File: src/rtl/io_ctrl_regs.sv
// io_ctrl_regs
//   Control/status register block on SPI chip-select slot 1. Decodes
//   fetch (read) and load (write) strobes against a 5-bit register index.
//   It drives the LEDs, the PMOD outputs, the mixer controls and the RF
//   switch/LNA-shutdown pins. It also reports the push-button and the
//   config straps.
//
// Ports
//   i_sys_clk        system clock, rising edge
//   i_reset          synchronous active-high reset
//   i_ioc[4:0]       register index of current command
//   i_data_in[7:0]   write data, qualified by i_load_cmd
//   o_data_out[7:0]  registered read data, held between fetches
//   i_cs             block select, gates both strobes
//   i_fetch_cmd      one-cycle read strobe
//   i_load_cmd       one-cycle write strobe
//   i_button         asynchronous push-button
//   i_config[3:0]    asynchronous config straps
//   o_led0/o_led1    LEDs
//   o_pmod[7:0]      PMOD output value
//   o_mixer_en/fm    mixer enable / FM select
//   o_rx_h_tx_l(_b)  RX/TX switch and complement
//   o_tr_vc1(_b)     filter-path switch 1 and complement
//   o_tr_vc2         filter-path switch 2
//   o_shdn_rx_lna    RX LNA shutdown, high = off
//   o_shdn_tx_lna    TX LNA shutdown, high = off
module io_ctrl_regs #(
  parameter logic [7:0] VERSION = 8'h01
) (
  input  logic       i_sys_clk,
  input  logic       i_reset,
  input  logic [4:0] i_ioc,
  input  logic [7:0] i_data_in,
  output logic [7:0] o_data_out,
  input  logic       i_cs,
  input  logic       i_fetch_cmd,
  input  logic       i_load_cmd,
  input  logic       i_button,
  input  logic [3:0] i_config,
  output logic       o_led0,
  output logic       o_led1,
  output logic [7:0] o_pmod,
  output logic       o_mixer_en,
  output logic       o_mixer_fm,
  output logic       o_rx_h_tx_l,
  output logic       o_rx_h_tx_l_b,
  output logic       o_tr_vc1,
  output logic       o_tr_vc1_b,
  output logic       o_tr_vc2,
  output logic       o_shdn_rx_lna,
  output logic       o_shdn_tx_lna
);

  typedef enum logic [4:0] {
    REG_VERSION = 5'h00,
    REG_LED     = 5'h01,
    REG_STATUS  = 5'h02,
    REG_PMOD    = 5'h03,
    REG_RF_MODE = 5'h04,
    REG_MIXER   = 5'h05
  } reg_idx_e;

  typedef enum logic [2:0] {
    RF_LOW_POWER  = 3'd0,
    RF_BYPASS     = 3'd1,
    RF_RX_LOWPASS = 3'd2,
    RF_RX_HIPASS  = 3'd3,
    RF_TX_LOWPASS = 3'd4,
    RF_TX_HIPASS  = 3'd5
  } rf_mode_e;

  logic [1:0] led_q;
  logic [7:0] pmod_q;
  logic [2:0] rf_mode_q;
  logic [1:0] mixer_q;
  logic [4:0] in_meta_q;
  logic [4:0] in_sync_q;
  logic [7:0] rd_data;
  logic       rd_en;
  logic       wr_en;

  assign rd_en = i_cs & i_fetch_cmd;
  assign wr_en = i_cs & i_load_cmd;

  // Read mux works from the current register contents. A load in the same
  // cycle therefore reads back the value from before the write.
  always_comb begin
    rd_data = '0;
    case (i_ioc)
      REG_VERSION: rd_data = VERSION;
      REG_LED:     rd_data = {6'b0, led_q};
      REG_STATUS:  rd_data = {3'b0, in_sync_q};
      REG_PMOD:    rd_data = pmod_q;
      REG_RF_MODE: rd_data = {5'b0, rf_mode_q};
      REG_MIXER:   rd_data = {6'b0, mixer_q};
      default:     rd_data = '0;
    endcase
  end

  always_ff @(posedge i_sys_clk) begin
    if (i_reset) begin
      led_q      <= '0;
      pmod_q     <= '0;
      rf_mode_q  <= '0;
      mixer_q    <= '0;
      in_meta_q  <= '0;
      in_sync_q  <= '0;
      o_data_out <= '0;
    end else begin
      in_meta_q <= {i_button, i_config};
      in_sync_q <= in_meta_q;
      if (rd_en) begin
        o_data_out <= rd_data;
      end
      if (wr_en) begin
        case (i_ioc)
          REG_LED:     led_q     <= i_data_in[1:0];
          REG_PMOD:    pmod_q    <= i_data_in;
          REG_RF_MODE: rf_mode_q <= i_data_in[2:0];
          REG_MIXER:   mixer_q   <= i_data_in[1:0];
          default:     ;
        endcase
      end
    end
  end

  assign o_led0     = led_q[0];
  assign o_led1     = led_q[1];
  assign o_pmod     = pmod_q;
  assign o_mixer_en = mixer_q[0];
  assign o_mixer_fm = mixer_q[1];

  // RF pins decode from the mode register alone. Each pin changes at most
  // once per register update. Modes 6 and 7 are kept for readback, but they
  // fall back to the low-power pattern.
  always_comb begin
    o_rx_h_tx_l   = 1'b1;
    o_tr_vc1      = 1'b1;
    o_tr_vc2      = 1'b1;
    o_shdn_rx_lna = 1'b1;
    o_shdn_tx_lna = 1'b1;
    case (rf_mode_q)
      RF_BYPASS: begin
        o_tr_vc1 = 1'b0;
        o_tr_vc2 = 1'b0;
      end
      RF_RX_LOWPASS: begin
        o_tr_vc2      = 1'b0;
        o_shdn_rx_lna = 1'b0;
      end
      RF_RX_HIPASS: begin
        o_tr_vc1      = 1'b0;
        o_shdn_rx_lna = 1'b0;
      end
      RF_TX_LOWPASS: begin
        o_rx_h_tx_l   = 1'b0;
        o_tr_vc1      = 1'b0;
        o_shdn_tx_lna = 1'b0;
      end
      RF_TX_HIPASS: begin
        o_rx_h_tx_l   = 1'b0;
        o_tr_vc2      = 1'b0;
        o_shdn_tx_lna = 1'b0;
      end
      default: ;
    endcase
  end

  assign o_rx_h_tx_l_b = ~o_rx_h_tx_l;
  assign o_tr_vc1_b    = ~o_tr_vc1;

endmodule

File: config.mk
export PLATFORM = sky130hd
export DESIGN_NAME = io_ctrl_regs
export DESIGN_NICKNAME = d
export VERILOG_FILES = /design/src/rtl/io_ctrl_regs.sv
export SDC_FILE = /design/constraint.sdc
export NUM_CORES = 1
export LEC_CHECK = 0
export BUFFER_PORTS_ARGS = -buffer_cell sky130_fd_sc_hd__clkbuf_2
export CORE_MARGIN = 2
export CORE_UTILIZATION = 30
export CTS_CLUSTER_DIAMETER = 80
export DETAILED_ROUTE_END_ITERATION = 10
export GPL_TIMING_DRIVEN = 1
export PLACE_DENSITY_LB_ADDON = 0.1
export RECOVER_POWER = 50
export SKIP_CTS_REPAIR_TIMING = 1
export SYNTH_ARGS = -nofsm -noshare
export SYNTH_HDL_FRONTEND = slang
export SYNTH_SLANG_ARGS = --single-unit
File: constraint.sdc
create_clock -name i_sys_clk -period 3.6 [get_ports i_sys_clk]
set_input_delay 0.18 -clock i_sys_clk [delete_from_list [all_inputs] [get_ports i_sys_clk]]
set_output_delay 0.18 -clock i_sys_clk [all_outputs]
set_load 0.005 [all_outputs]
==> results of run 1 <==
-- through the flow --
stage | std cells | total power, W | worst slack (ps)
floorplan | 137 | 0.000405 | 2200
global placement | 233 | 0.000428 | 1790
detailed placement | 233 | 0.000428 | 1710
CTS | 241 | 0.000785 | 2010
global route | 241 | 0.000809 | 1830
finish | 241 | 0.000773 | 1990
-- registers in the layout, indices dropped and copies added (netlist names) --
register    flops
o_pmod          8
o_data_out      8
mixer_q         2
in_sync_q       5
in_meta_q       5
rf_mode_q       3
led_q           2
-- logic make-up (layout without fill, tap and decap cells) --
| group | after synthesis | after routing | share of synthesized area (%) |
|---|---|---|---|
| buf+inv | 8 | 60 | 2.60 |
| flops | 33 | 33 | 49.0 |
| mux | 21 | 21 | 15.9 |
| compound gates | 16 | 16 | 8.82 |
| simple gates | 59 | 59 | 23.7 |
-- power groups by stage --
stage | clock [W] | combinational, W | sequential, W
after floorplan | 0 | 0.0000247 | 0.000380
after global placement | 0 | 0.0000469 | 0.000381
after detailed placement | 0 | 0.0000474 | 0.000381
after CTS | 0.000365 | 0.0000475 | 0.000373
after global routing | 0.000383 | 0.0000526 | 0.000373
final | 0.000353 | 0.0000468 | 0.000373
-- cell type report --
class                      count  area [um2]
timing repair buffer          49         234
multi-input combinational     96         652
clock buffer                   7        86.3
inverter                       3        11.3
tap                           52        65.1
fill                         464        2620
sequential                    33         661
clock inverter                 1        30.0
-- worst max path at each step --
| stage | to | startpoint | cells past startpoint |
|---|---|---|---|
| 2_1_floorplan | o_pmod[5] | i_ioc[4] | 4 |
| 3_5_place_dp | o_pmod[6] | i_ioc[0] | 5 |
| 3_3_place_gp | o_pmod[6] | i_ioc[0] | 5 |
| 6_report | o_pmod[4] | i_ioc[0] | 5 |
| 5_1_grt | o_data_out[3] | i_reset | 3 |
| 4_1_cts | o_pmod[4] | i_ioc[0] | 5 |
-- per-layer routing --
layer	wire length, um	up-vias
li1	-	577
met1	1290	521
met2	1620	33
met3	176	5
met4	44	0
met5	0	-
-- worst max-delay path, cell delays in order --
cell	delay, ps
clkbuf_2	270
or3b_1	490
nor3_4	450
mux2i_1	270
nor2_1	60
-- placed cells by master (no fill, tap or decap), types with 2 or more instances in the layout --
| master | count |
|---|---|
| clkbuf_8 | 6 |
| a22oi_1 | 3 |
| o31ai_1 | 2 |
| nand3b_1 | 2 |
| nor4_2 | 2 |
| a22o_1 | 2 |
| nor2_1 | 24 |
| dfxtp_1 | 33 |
| nand2_1 | 8 |
| nor2b_1 | 11 |
| clkbuf_1 | 9 |
| nor4_1 | 2 |
| a21oi_1 | 3 |
| nand2b_1 | 4 |
| mux2_2 | 3 |
| clkbuf_2 | 40 |
| inv_1 | 2 |
| mux2i_1 | 18 |
==> impl_metrics.py, run 1 <==
metrics = {
    "run_status": {
        "outcome": "finished, final reports clean",
    },
    "sta": {
        "holdWs_ps": 107,
        "tightestPinTransition_ps": 1390,
        "rsz0062_at_grt": "false",
        "setup_viol": 0,
        "skew_ps": 8.28,
        "fmax_ghz": 0.620,
        "final.setup.tns_ps": 0,
        "post-route-min-period_ps": 1610,
        "fin_crit_sh_pct": 44.8,
        "hold_violations": 0,
        "maxSlewViolCount": 0,
        "maxSlewHeadroom_pct": 7.20,
    },
    "placement": {
        "finalWeightedCongestion": 0.853,
        "dp_hpwl_mm": 2.46,
        "place_area_um2": 1630,
        "io_buffers": 49,
    },
    "power_and_ir_drop": {
        "p_seq_share_pct": 48.2,
        "switching_share_pct": 20.4,
        "p_leak_nw": 0.684,
        "power_frac_comb_pct": 6.1,
        "cellPowerDensity_nw_per_um2": 445,
        "vdd_drop_max_mv": 0.243,
        "p_int_w": 0.000615,
        "switchingPower_w": 0.000158,
        "clock_power_share_pct": 45.7,
    },
    "worst_hold_path": {
        "holdPathStages": 2,
        "worstHoldStart": "i_config[2]",
        "hp-class": "primary input to flop",
        "hold_end": "in_meta_q[2]",
    },
    "critical_path": {
        "reg2reg_slack_ps": 2480,
        "path_max_fanout": 13,
        "regToRegStartpoint": "led_q[0]",
        "cp-start-kind": "primary input",
        "worstReg2RegEnd": "o_data_out[0]",
        "path_class": "primary input to flop",
        "reg2reg_depth": 4,
        "worst-endpoint-arrival_ps": 1720,
        "worstPathRequired_ps": 3710,
        "setup.worst_path.end_class": "flop",
    },
    "routing": {
        "drt_first_pass_iters": 4,
        "drc": 0,
        "detail_route.wl_per_cell_um": 13.0,
        "drt_iter0_markers": 52,
        "via_per_inst": 4.71,
        "drt_wl_total_mm": 3.13,
        "vias": 1136,
        "ant_nets": 0,
    },
    "yosys": {
        "synthTopCellsByArea": "dfxtp_1 49%, mux2i_1 13%, nor2_1 6.7%",
        "yosysTopAreaCell": "dfxtp_1",
        "synth_area_um2": 1350,
        "synth_top_area_share_pct": 49.0,
        "yosys-top-cells-count": "33 x dfxtp_1, 24 x nor2_1, 18 x mux2i_1",
        "synth_cells": 137,
        "synth_cell_types": 31,
        "synth.avg_cell_area_um2": 9.84,
        "synth_flop_cell": "dfxtp_1",
        "synth_edf_count": 0,
        "async_flop_share_pct": 0,
        "ys_ff_latch": 33,
        "ys_warn_count": 0,
        "ys_seq_area_share_pct": 49.0,
        "synth.most_common_cell": "dfxtp_1",
        "synth_fp_nets": 160,
    },
    "die": {
        "die-area_um2": 5040,
        "core_area_um2": 4350,
        "ios": 50,
        "fp.dieH_um": 71.0,
        "initial_utilization_pct": 30.9,
        "chipWidth_um": 71.0,
        "fp-row-count": 24,
    },
    "run": {
        "drv_cap": 0,
    },
    "cts": {
        "clk_latency_ps": 280,
        "clk_pin_slew_ps": 60,
        "root_buffer": "clkbuf_8",
        "clkSinkCount": 33,
        "cts.htree.levels": 2,
        "cts_tree": "yes",
        "cts_buffers": 5,
        "clk_path_buf_depth": 2,
    },
    "grt": {
        "met1_usage_pct": 15.7,
        "use_met3_pct": 5.27,
        "grt_busiest_layer": "met2",
        "use_met2_pct": 23.5,
        "grt_pass1_wl_mm": 5.34,
        "first_global_vias": 1131,
        "grt_start_max_net_pins": 34,
        "grt_usage_pct": 13.9,
        "antenna_found_initial": 0,
        "grt_overflow_total": 0,
    },
    "finish": {
        "area_growth_pct": 29.1,
        "diodes": 0,
        "final_nets": 211,
        "final_core_util_pct": 39.9,
        "drive_above_1_share_pct": 29.1,
        "design_area_um2": 1740,
    },
}
Note: power is estimated with default switching activity, not from simulation.
==> run 2: changes to the inputs <==
==> constraint.sdc (replaced) <==
create_clock -name i_sys_clk -period 1.7 [get_ports i_sys_clk]
set_input_delay 0.085 -clock i_sys_clk [delete_from_list [all_inputs] [get_ports i_sys_clk]]
set_output_delay 0.085 -clock i_sys_clk [all_outputs]
set_load 0.005 [all_outputs]
==> run 2 against run 1 <==
Against the previous run:
- combinational power increased by 120%
- via count increased by 2.3%
- final cell count increased by 2.5%
- highest routed layer unchanged
- routed wire length increased by 2.2%
- non-clock buffer count increased by 6
- sequential cell count unchanged
- power increased by 98%
- die area unchanged
==> impl_metrics.py, run 2 (synthesis gave the netlist of run 1 again) <==
metrics = {
    "grt": {
        "grt_overflow_total": 0,
        "first_global_vias": 1141,
        "grt_pass1_wl_mm": 5.25,
        "antenna_found_initial": 0,
        "grt_usage_pct": 13.7,
        "grt_start_max_net_pins": 20,
    },
    "routing": {
        "detail_route.wl_per_cell_um": 12.9,
        "drt_iter0_markers": 65,
        "ant_nets": 0,
        "via_per_inst": 4.70,
        "drt_wl_total_mm": 3.20,
        "drc": 0,
        "drt_first_pass_iters": 4,
        "vias": 1162,
    },
    "die": {
        "fp-row-count": 24,
        "die-area_um2": 5040,
        "initial_utilization_pct": 30.9,
        "ios": 50,
        "core_area_um2": 4350,
        "chipWidth_um": 71.0,
        "fp.dieH_um": 71.0,
    },
    "placement": {
        "io_buffers": 49,
        "place_area_um2": 1670,
        "dp_hpwl_mm": 2.49,
        "finalWeightedCongestion": 0.789,
        "dp_slack_ps": 266,
    },
    "sta": {
        "maxSlewViolCount": 0,
        "final.setup.tns_ps": 0,
        "fin_crit_sh_pct": 74.0,
        "setup_ws_ps": 442,
        "setup_viol": 0,
        "rsz0062_at_grt": "false",
        "post-route-min-period_ps": 1260,
        "hold_violations": 0,
        "maxSlewHeadroom_pct": 48.7,
        "skew_ps": 7.19,
        "tightestPinTransition_ps": 769,
        "fmax_ghz": 0.795,
    },
    "run_status": {
        "outcome": "finished, final reports clean",
    },
    "finish": {
        "fillCellCount": 464,
        "diodes": 0,
        "drive_above_1_share_pct": 32.8,
        "final_core_util_pct": 40.7,
        "final_nets": 217,
        "mostFrequentLayoutCell": "clkbuf_2",
        "final_cell_mix": "44 x clkbuf_2, 33 x dfxtp_1, 24 x nor2_1",
        "area_growth_pct": 31.6,
        "design_area_um2": 1770,
    },
    "cts": {
        "cts_buffers": 5,
        "clk_pin_slew_ps": 70,
        "cts_tree": "yes",
        "root_buffer": "clkbuf_8",
        "clkSinkCount": 33,
        "clk_path_buf_depth": 2,
        "clk_latency_ps": 280,
        "cts.htree.levels": 2,
    },
    "power_and_ir_drop": {
        "switchingPower_w": 0.000336,
        "power_frac_comb_pct": 6.8,
        "p_leak_nw": 0.720,
        "p_int_w": 0.00119,
        "p_seq_share_pct": 51.6,
        "clock_power_share_pct": 41.6,
        "vdd_drop_max_mv": 0.463,
        "cellPowerDensity_nw_per_um2": 864,
        "switching_share_pct": 22.0,
    },
    "critical_path": {
        "path_max_fanout": 5,
        "worstPathRequired_ps": 1620,
        "reg2reg_depth": 4,
        "worstReg2RegEnd": "o_data_out[0]",
        "reg2reg_slack_ps": 620,
        "worst-endpoint-arrival_ps": 1170,
        "cp-start-kind": "flop",
        "slowest_delay_ps": 350,
        "regToRegStartpoint": "led_q[0]",
        "slowest_stage": "dfxtp_1",
        "cp_top_family": "flip-flops",
        "setup.worst_path.end_class": "output port",
        "timing.critical_path.cells": "nand2b_1 -> mux2_2 -> clkbuf_2",
        "crit_buf_inv": 1,
        "setup.worst_path.start": "rf_mode_q[2]",
        "path_class": "flop to output port",
    },
    "worst_hold_path": {
        "hold_end": "in_meta_q[4]",
        "holdPathStages": 2,
        "worstHoldStart": "i_button",
        "hp-class": "primary input to flop",
    },
    "run": {
        "drv_cap": 0,
    },
}
run 2: cell types whose count changed in the layout (fill, tap and decap cells not counted):
cell	change
clkinv_2	+1
clkbuf_2	+4
clkbuf_8	+1
dlygate4sd3_1	+1
buf_4	+4
clkbuf_1	-4
bufinv_16	-1
run 2: worst max path at each step:
stage / end / slack, ps / cells after the start
after global routing: o_data_out[5] / 270 / 3
after global placement: rf_mode_q[2] / 270 / 5
after detailed placement: rf_mode_q[0] / 270 / 5
after CTS: o_tr_vc2 / 420 / 3
final: o_tr_vc2 / 440 / 3
after floorplan: o_pmod[5] / 390 / 4
run 2: metal layers:
layer	GRT usage, %	routed length, um
met5	0	0
met4	6.92	44
met3	5.27	167
met2	22.9	1550
met1	15.2	1440
run 2: layout make-up:
cell class | count | area (um2) | area share (%)
Sequential cell | 33 | 661 | 37.3
Clock buffer | 7 | 96.3 | 5.43
Inverter | 3 | 11.3 | 0.635
Tap cell | 52 | 65.1 | 3.67
Clock inverter | 1 | 5.00 | 0.282
Timing Repair Buffer | 55 | 283 | 15.9
Multi-Input combinational cell | 96 | 652 | 36.8
run 2: power groups by stage:
stage	logic [W]	clock network, W	registers, W
floorplan	0.0000524	0	0.000806
global placement	0.000104	0	0.000807
detailed placement	0.000105	0	0.000807
CTS	0.000106	0.000667	0.000789
global route	0.000116	0.000705	0.000790
finish	0.000105	0.000637	0.000789
run 2: metrics by stage:
| stage | hold WS (ps) | std cells | total power (W) |
|---|---|---|---|
| 2_1_floorplan | 213 | 137 | 0.000858 |
| 3_3_place_gp | 292 | 238 | 0.000911 |
| 3_5_place_dp | 300 | 238 | 0.000912 |
| 4_1_cts | 1.43 | 246 | 0.00156 |
| 5_1_grt | 13.2 | 247 | 0.00161 |
| 6_report | 11.2 | 247 | 0.00153 |
